### src/rtl/pipeline_hazard_ctrl.sv
// Hazard/stall sequencer for the five-stage RV32I pipeline: load-use bubbles,
// taken-branch flushes, data-memory wait freeze with watchdog, and perf counters.
module pipeline_hazard_ctrl #(
    parameter int unsigned MEM_TIMEOUT = 255
) (
    input  logic        clk,
    input  logic        rst,
    input  logic [4:0]  id_rs1,
    input  logic [4:0]  id_rs2,
    input  logic        id_uses_rs1,
    input  logic        id_uses_rs2,
    input  logic [4:0]  idex_rd,
    input  logic        idex_mem_read,
    input  logic        ex_branch_taken,
    input  logic        dmem_req,
    input  logic        dmem_ready,
    input  logic        fault_clear,
    output logic        pc_en,
    output logic        ifid_en,
    output logic        ifid_flush,
    output logic        idex_en,
    output logic        idex_flush,
    output logic        exmem_en,
    output logic        memwb_en,
    output logic        mem_fault,
    output logic [1:0]  state_out,
    output logic [31:0] stall_cycles,
    output logic [15:0] flush_count
);

    typedef enum logic [1:0] {
        S_RUN      = 2'd0,
        S_MEM_WAIT = 2'd1,
        S_FAULT    = 2'd2
    } state_t;

    state_t      state;
    logic [15:0] wait_cnt;
    logic        mw;
    logic        lu;
    logic        at_limit;
    logic        flush_evt;

    assign mw       = dmem_req & ~dmem_ready;
    assign lu       = idex_mem_read & (idex_rd != 5'd0) &
                      ((id_uses_rs1 & (id_rs1 == idex_rd)) |
                       (id_uses_rs2 & (id_rs2 == idex_rd)));
    assign at_limit = (wait_cnt == 16'(MEM_TIMEOUT));
    assign state_out = state;

    // RUN and the MEM_WAIT release cycle share one resolution path; the only
    // difference is that a wait in MEM_WAIT may trip the watchdog.
    always_comb begin
        pc_en      = 1'b1;
        ifid_en    = 1'b1;
        ifid_flush = 1'b0;
        idex_en    = 1'b1;
        idex_flush = 1'b0;
        exmem_en   = 1'b1;
        memwb_en   = 1'b1;
        mem_fault  = 1'b0;
        flush_evt  = 1'b0;
        if (rst) begin
            ifid_flush = 1'b1;
            idex_flush = 1'b1;
        end else if (state == S_FAULT) begin
            pc_en      = 1'b0;
            ifid_flush = 1'b1;
            idex_flush = 1'b1;
            exmem_en   = 1'b0;
        end else if (mw) begin
            pc_en     = 1'b0;
            ifid_en   = 1'b0;
            idex_en   = 1'b0;
            exmem_en  = 1'b0;
            memwb_en  = 1'b0;
            mem_fault = (state == S_MEM_WAIT) && at_limit;
        end else if (ex_branch_taken) begin
            // The ID instruction is wrong-path, so any load-use on it is moot.
            ifid_flush = 1'b1;
            idex_flush = 1'b1;
            flush_evt  = 1'b1;
        end else if (lu) begin
            pc_en      = 1'b0;
            ifid_en    = 1'b0;
            idex_flush = 1'b1;
        end
    end

    always_ff @(posedge clk) begin
        if (rst) begin
            state        <= S_RUN;
            wait_cnt     <= 16'd0;
            stall_cycles <= 32'd0;
            flush_count  <= 16'd0;
        end else begin
            if (!pc_en && (stall_cycles != 32'hFFFF_FFFF))
                stall_cycles <= stall_cycles + 32'd1;
            if (flush_evt && (flush_count != 16'hFFFF))
                flush_count <= flush_count + 16'd1;
            case (state)
                S_RUN: begin
                    if (mw) begin
                        state    <= S_MEM_WAIT;
                        wait_cnt <= 16'd1;
                    end
                end
                S_MEM_WAIT: begin
                    if (!mw)
                        state <= S_RUN;
                    else if (at_limit)
                        state <= S_FAULT;
                    else
                        wait_cnt <= wait_cnt + 16'd1;
                end
                S_FAULT: begin
                    if (fault_clear)
                        state <= S_RUN;
                end
                default: state <= S_RUN;
            endcase
        end
    end

endmodule

### config.mk
export PLATFORM = sky130hd
export DESIGN_NAME = pipeline_hazard_ctrl
export DESIGN_NICKNAME = d
export VERILOG_FILES = /design/src/rtl/pipeline_hazard_ctrl.sv
export SDC_FILE = /design/constraint.sdc
export NUM_CORES = 1
export LEC_CHECK = 0
export BUFFER_PORTS_ARGS = -buffer_cell sky130_fd_sc_hd__buf_4
export CAP_MARGIN = 20
export CORE_ASPECT_RATIO = 0.9
export CORE_MARGIN = 3
export CORE_UTILIZATION = 45
export CTS_CLUSTER_DIAMETER = 30
export DETAILED_ROUTE_END_ITERATION = 7
export PLACE_DENSITY = 0.67
export SYNTH_ARGS = -nofsm -noshare
export SYNTH_HDL_FRONTEND = slang
export SYNTH_SLANG_ARGS = --single-unit
### constraint.sdc
create_clock -name clk -period 3 [get_ports clk]
set_clock_uncertainty 0.05 [all_clocks]
set_input_delay 0.6 -clock clk [delete_from_list [all_inputs] [get_ports clk]]
set_output_delay 0.6 -clock clk [all_outputs]
set_load 0.02 [all_outputs]
==> impl_results.md, run 1 <==
* Total CTS buffers at 9
* Iteration-0 DRC Markers at 112
* Worst path slowest cell: or4_1
* Initial antenna violation count at 0
* Seq. cell area at 1320 µm²
* Peak supply drop at 236 µV
* Worst-Skew Late Latency at 0.34 ns
* Critical-path cell list: buf_4, or4_1, o21ai_0, nor2_1, a21oi_1, or2_2, buf_4
* Worst Max-Slew Pin Slew at 0.647 ns
* PostCTS Resize Cnt at 0
* Sequential share of the synthesized area at 39.1%
* CP top delay family: simple AND/OR/NAND/NOR gates
* Reg clk slew, reported paths at 0.07 ns
* Dpl cell area at 4050 µm²
* Hold Path Class: flip-flop to flip-flop
* Hold Buf Count CTS at 0
* Setup CP Type: primary input to primary output
* R2R Setup Slk at 0.54 ns
* Main synth FF type: dfxtp_1
* CP peak stage delay at 0.51 ns
* WHS Path Cells at 2
* H-tree depth at 3
* Crit-path most repeated cell: buf_4
* Post-synth EDFFs at 0
* R2r startpoint: stall_cycles[2]
* Area delta synth->final at 25.8%
* Rows at 29
* Worst R2R Path Depth at 7
* Vias after detailed routing at 3258
* CTS tree: yes
* CP Data Required Time at 2.35 ns
* Final period util at 90.3%
* Total Wirelength at 8.16 mm
* GRT Util Overall at 19.6%
* Final RePlAce weighted congestion at 0.774
* Pin count of the biggest net entering global routing at 35
* Nets at 519
* Post-synth top area cell: dfxtp_1
* HPWL after detailed placement at 6.00 mm
* First-pass GRT wire length at 13.8 mm
* HP Start: wait_cnt[1]
* Syn Inst Count at 409
* Crit path capture type: primary output
* Post-Syn Area at 3380 µm²
* Grt ovf at 0
* Max cap viols at 0
* CP Launch Type: primary input
* ANT cells at 0
* Syn Nets at 436
* Mean post-synth cell area at 8.26 µm²
* Netlist cell types at 44
* Worst path bufs/invs at 2
* Core ar. at 7180 µm²
* Post-CTS setup buffers at 0
* FMAX at 369 MHz
* Router iterations before antenna repair at 4
* Post-route DRC at 0
* Outcome: finished clean
* Clock Sink Count at 66
* Vias per Instance at 5.52
* Commonest non-fill, non-tap cells in the layout: buf_4 (89), dfxtp_1 (66), nand2_1 (43), nor2_1 (38), a21oi_1 (38)
* Worst hold margin at 0.450 ns
* DRT antenna net count at 0
* Static Leak at 0.00155 µW
* Tot Pwr at 1770 µW
* Share of cells above drive strength 1 at 21.9%
* Die area at 8580 µm²
* I/O pin count at 82
* Endpoint of the worst hold path: wait_cnt[1]
* Critical path arrival at 2.06 ns
* Most common cell after layout, fill and taps aside: buf_4
* Die H at 88.2 µm
* Starting density of the core at 47.0%
* Finished Cell Area at 4250 µm²
* Vias in the first global route at 3067
* CTS Root Cell: clkbuf_8
* Setup violations, final at 0
* Final Hold Viols at 0
* IO Port Bufs at 81
* RSZ-0062 raised after global routing: no
* Warnings from Yosys at 0
* Yosys top cell area share at 39.1%
* PwrDens at 417 nW/µm²
* Multi-input logic area at 1930 µm²
* # fillers at 691
* Slew Viols, Final at 0
* Yosys reg bits at 66
* Final min period at 2.71 ns
* Max_slew headroom at 56.8%
* Worst r2r dst: stall_cycles[31]
* Die extent in x at 97.3 µm
* Routed wire per std cell at 13.8 µm
* Largest cells by area after synthesis: dfxtp_1 (39%), xnor2_1 (6.0%), a21oi_1 (5.6%), nand2_1 (4.8%), nor2_1 (4.2%)
* Accumulated negative setup slack at 0 ns
* Max FO, Critical Path at 3
* Max Root-Sink Buffers at 2
* Share of synthesized registers carrying an async set or reset at 0%
==> layer usage <==
metal,routed length [µm],vias to the layer above,track usage (%),share of wire (%)
met2,3930,54,34.0,48
met5,0,-,0,0
li1,-,1668,-,-
met3,317,13,4.86,3.9
met4,111,0,6.29,1.4
met1,3800,1523,24.3,47
==> worst max path at each step <==
stage / from / to / slack (ns) / cells past startpoint
2_1_floorplan: idex_rd[1] / pc_en / 0.48 / 5
3_3_place_gp: idex_rd[1] / pc_en / 0.30 / 7
3_5_place_dp: idex_rd[1] / stall_cycles[27] / 0.19 / 8
4_1_cts: idex_rd[1] / pc_en / 0.28 / 7
5_1_grt: idex_rd[1] / pc_en / 0.20 / 7
6_report: idex_rd[1] / pc_en / 0.29 / 7
==> state kept, by name, indices dropped and copies added, names as in the netlist <==
register / count
state_out: 2
stall_cycles: 32
wait_cnt: 16
flush_count: 16
==> power breakdown <==
group,switching [µW],leakage (µW),internal [µW],total [µW]
combinational,73.9,0.000913,58.0,132
clock,325,0.000101,430,754
sequential,6.11,0.000532,880,886
total,405,0.00155,1370,1770
==> final cells by class <==
class                   instances  area share (%)
repair buffers                 89            15.7
multi-input cells             322            45.4
clock buffers                  14            3.83
clock inverters                 2           0.825
inverters                       4           0.353
flip-flops and latches         66            31.1
well taps                      93            2.74
==> cell usage after synthesis, drive strengths merged (2+ instances only) <==
cell,instances
and3,9
and2,5
nand2,43
nand3,14
nor3,5
or3,21
dfxtp,66
o21ai,23
a21oi,38
nand2b,4
xnor2,23
clkbuf,11
inv,4
nand4,23
or4,19
ha,3
and4,5
nor2,38
buf,6
xor2,12
o31ai,14
o21bai,2
nor4,4
nor2b,4
==> cell families after synthesis <==
| group | count (synthesis) | share of synthesized area (%) |
|---|---|---|
| compound gates | 86 | 15.0 |
| simple gates | 197 | 31.6 |
| fa+ha+maj | 3 | 1.11 |
| mux | 1 | 0.296 |
| buf+inv | 21 | 3.74 |
| flops | 66 | 39.1 |
| xor+xnor | 35 | 9.08 |
==> worst reg2reg max path, cell delays in order, from the launching register on <==
cell      delay, ns
dfxtp_1        0.43
and4_1         0.32
nand4_4        0.17
or4_4          0.56
o211ai_2       0.27
buf_4          0.33
or4_1          0.14
a21oi_1        0.06
==> stage by stage <==
| stage | cells | utilization, % | worst slack, ns |
|---|---|---|---|
| final | 590 | 59.1 | 0.290 |
| after CTS | 590 | 59.1 | 0.280 |
| after global placement | 574 | 56.4 | 0.297 |
| after floorplan | 409 | - | 0.479 |
| after detailed placement | 574 | 56.4 | 0.194 |
| after global routing | 590 | 59.1 | 0.204 |
Note: power is estimated with default switching activity, not from simulation.
==> run 2: changes to the inputs <==
--- a/config.mk
+++ b/config.mk
@@ -5,6 +5,7 @@
 export SDC_FILE = /design/constraint.sdc
 export NUM_CORES = 1
 export LEC_CHECK = 0
+export ABC_AREA = 1
 export BUFFER_PORTS_ARGS = -buffer_cell sky130_fd_sc_hd__buf_4
 export CAP_MARGIN = 20
 export CORE_ASPECT_RATIO = 0.9
@@ -12,7 +13,8 @@
 export CORE_UTILIZATION = 45
 export CTS_CLUSTER_DIAMETER = 30
 export DETAILED_ROUTE_END_ITERATION = 7
-export PLACE_DENSITY = 0.67
+export HOLD_SLACK_MARGIN = 0.05
+export PLACE_DENSITY = 0.65
 export SYNTH_ARGS = -nofsm -noshare
 export SYNTH_HDL_FRONTEND = slang
 export SYNTH_SLANG_ARGS = --single-unit
==> impl_results.md, run 2 <==
* Outcome: finished clean
* Static Leak at 0.00223 µW
* Clock Sink Count at 66
* Final RePlAce weighted congestion at 0.921
* Yosys top cell area share at 32.0%
* Post-Syn Area at 4130 µm²
* HPWL after detailed placement at 8.09 mm
* Hold Path Class: primary input to flip-flop
* Max FO, Critical Path at 6
* Switch Pwr at 453 µW
* Warnings from Yosys at 0
* Vias after detailed routing at 4477
* Biggest regs: stall_cycles (32), flush_count (16), wait_cnt (16)
* Syn Inst Count at 691
* Crit. Startpoint: wait_cnt[0]
* Largest cells by area after synthesis: dfxtp_1 (32%), nand2_1 (17%), nor2_1 (9.9%), inv_1 (8.8%), nand3_1 (7.3%)
* Post-CTS setup buffers at 0
* R2R Setup Slk at 0.72 ns
* Max_slew headroom at 61.6%
* Die extent in x at 107 µm
* Router iterations before antenna repair at 4
* Commonest non-fill, non-tap cells in the layout: nand2_1 (190), nor2_1 (109), inv_1 (97), buf_4 (84), dfxtp_1 (66)
* Internal power at 1250 µW
* Cell with the most instances after synthesis: nand2_1
* Most common cell after layout, fill and taps aside: nand2_1
* Share of synthesized registers carrying an async set or reset at 0%
* Initial antenna violation count at 0
* CP Launch Type: flip-flop
* GRT Util Overall at 21.1%
* # fillers at 913
* Grt ovf at 0
* Final Hold Viols at 0
* Clock Power Share at 39.3%
* I/O pin count at 82
* H-tree depth at 3
* RSZ-0062 raised after global routing: no
* Main synth FF type: dfxtp_1
* Core ar. at 8770 µm²
* Max Root-Sink Buffers at 2
* IO Port Bufs at 81
* Yosys reg bits at 66
* CTS Root Cell: clkbuf_8
* Multi-input logic area at 2320 µm²
* Pin count of the biggest net entering global routing at 61
* HP Start: fault_clear
* Area delta synth->final at 20.7%
* Vias per Instance at 5.02
* CP peak stage delay at 0.38 ns
* Crit path capture type: primary output
* Netlist cell types at 35
* Worst path slowest cell: dfxtp_1
* Worst-Skew Late Latency at 0.34 ns
* Slew Viols, Final at 0
* Place WS at 0.594 ns
* Iteration-0 DRC Markers at 236
* Peak supply drop at 180 µV
* Worst Max-Slew Pin Slew at 0.576 ns
* Reg clk slew, reported paths at 0.07 ns
* Critical-path cell list: ha_1, inv_1, nor3_1, nand4_1, nor2_1, buf_4
* Die area at 10400 µm²
* Endpoint of the worst hold path: state_out[1]
* Worst hold margin at 0.410 ns
* Max reg flops at 32
* WHS Path Cells at 2
* Worst R2R Path Depth at 12
* Sequential share of the synthesized area at 32.0%
* R2r startpoint: stall_cycles[0]
* DRT antenna net count at 0
* Max cap viols at 0
* CTS tree: yes
* Switching fraction of total power at 26.6%
* Vias in the first global route at 3936
* First-pass GRT wire length at 18.4 mm
* Share of cells above drive strength 1 at 15.7%
* Tot Pwr at 1710 µW
* Setup violations, final at 0
* Gate power share at 8.7%
* ANT cells at 0
* Mean post-synth cell area at 5.98 µm²
* Inst Count DP at 875
* Setup CP Type: flip-flop to primary output
* Part of the power in registers at 52.0%
* PostCTS Resize Cnt at 0
* Most flops, register: stall_cycles
* Syn Nets at 718
* FMAX at 418 MHz
* Worst r2r dst: stall_cycles[31]
* Routed wire per std cell at 12.2 µm
* Total CTS buffers at 9
* PwrDens at 342 nW/µm²
* CP Data Required Time at 2.35 ns
* Final worst slack at 0.606 ns
* Seq. cell area at 1320 µm²
* Non-Filler Instances at 891
* Post-route DRC at 0
* Post-synth EDFFs at 0
* Rows at 32
* Die H at 96.9 µm
* Synth top cells by count: nand2_1 (190), nor2_1 (109), inv_1 (97)
* Total Wirelength at 10.8 mm
* Hold Buf Count CTS at 0
* Critical path arrival at 1.74 ns
* Post-synth top area cell: dfxtp_1
* Final period util at 79.8%
* Nets at 794
* Final min period at 2.39 ns
* Starting density of the core at 47.1%
* Accumulated negative setup slack at 0 ns
## run 2: worst max-delay path, delay by kind of cell, from the launching register on
family	cells	cell delay (ns)
simple gates	3	0.49
fa+ha+maj	1	0.31
buf+inv	2	0.23
flops	1	0.38
## run 2: area by class of cell
| type | instances | area share [%] |
|---|---|---|
| clock buffers | 11 | 2.84 |
| clock inverters | 5 | 0.603 |
| inverters | 104 | 7.83 |
| multi-input cells | 502 | 46.6 |
| flip-flops and latches | 66 | 26.5 |
| well taps | 119 | 2.99 |
| repair buffers | 84 | 12.7 |
## run 2: worst max-delay path by stage
stage	to	depth (start not counted)	slack, ns
CTS	mem_fault	6	0.60
floorplan	ifid_en	5	0.85
finish	mem_fault	6	0.61
global route	mem_fault	6	0.43
global placement	stall_cycles[0]	13	0.69
detailed placement	stall_cycles[0]	14	0.59
## run 2: layer usage
layer / part of all wire (%) / vias to the layer above / global-route usage, %
met5: 0 / - / 0
met2: 45 / 113 / 31.7
met1: 50 / 2002 / 30.9
met4: 0.65 / 0 / 5.11
li1: - / 2354 / -
met3: 5.0 / 8 / 4.40
## run 2: cells by family (layout without fill, tap and decap cells)
kind of cell	count (synthesis)	count (layout)	share of synthesized area [%]
buffers and inverters	123	204	11.8
AO/OA/AOI/OAI	61	61	7.85
XOR/XNOR	11	11	2.33
adder cells (fa/ha/maj)	3	3	0.909
AND/OR/NAND/NOR	427	427	45.1
flip-flops	66	66	32.0
## run 2: stage by stage
step	util, %	area [µm²]
finish	56.8	4980
global route	56.8	4980
CTS	56.8	4980
detailed placement	54.9	4810
global placement	54.9	4810
floorplan	-	4130
## run 2: power groups by stage
stage	Sequential (µW)	Clock, µW	Combinational, µW
after floorplan	910	0	87.9
after global placement	907	0	146
after detailed placement	907	0	149
after CTS	887	699	149
after global routing	888	733	167
final	887	671	149
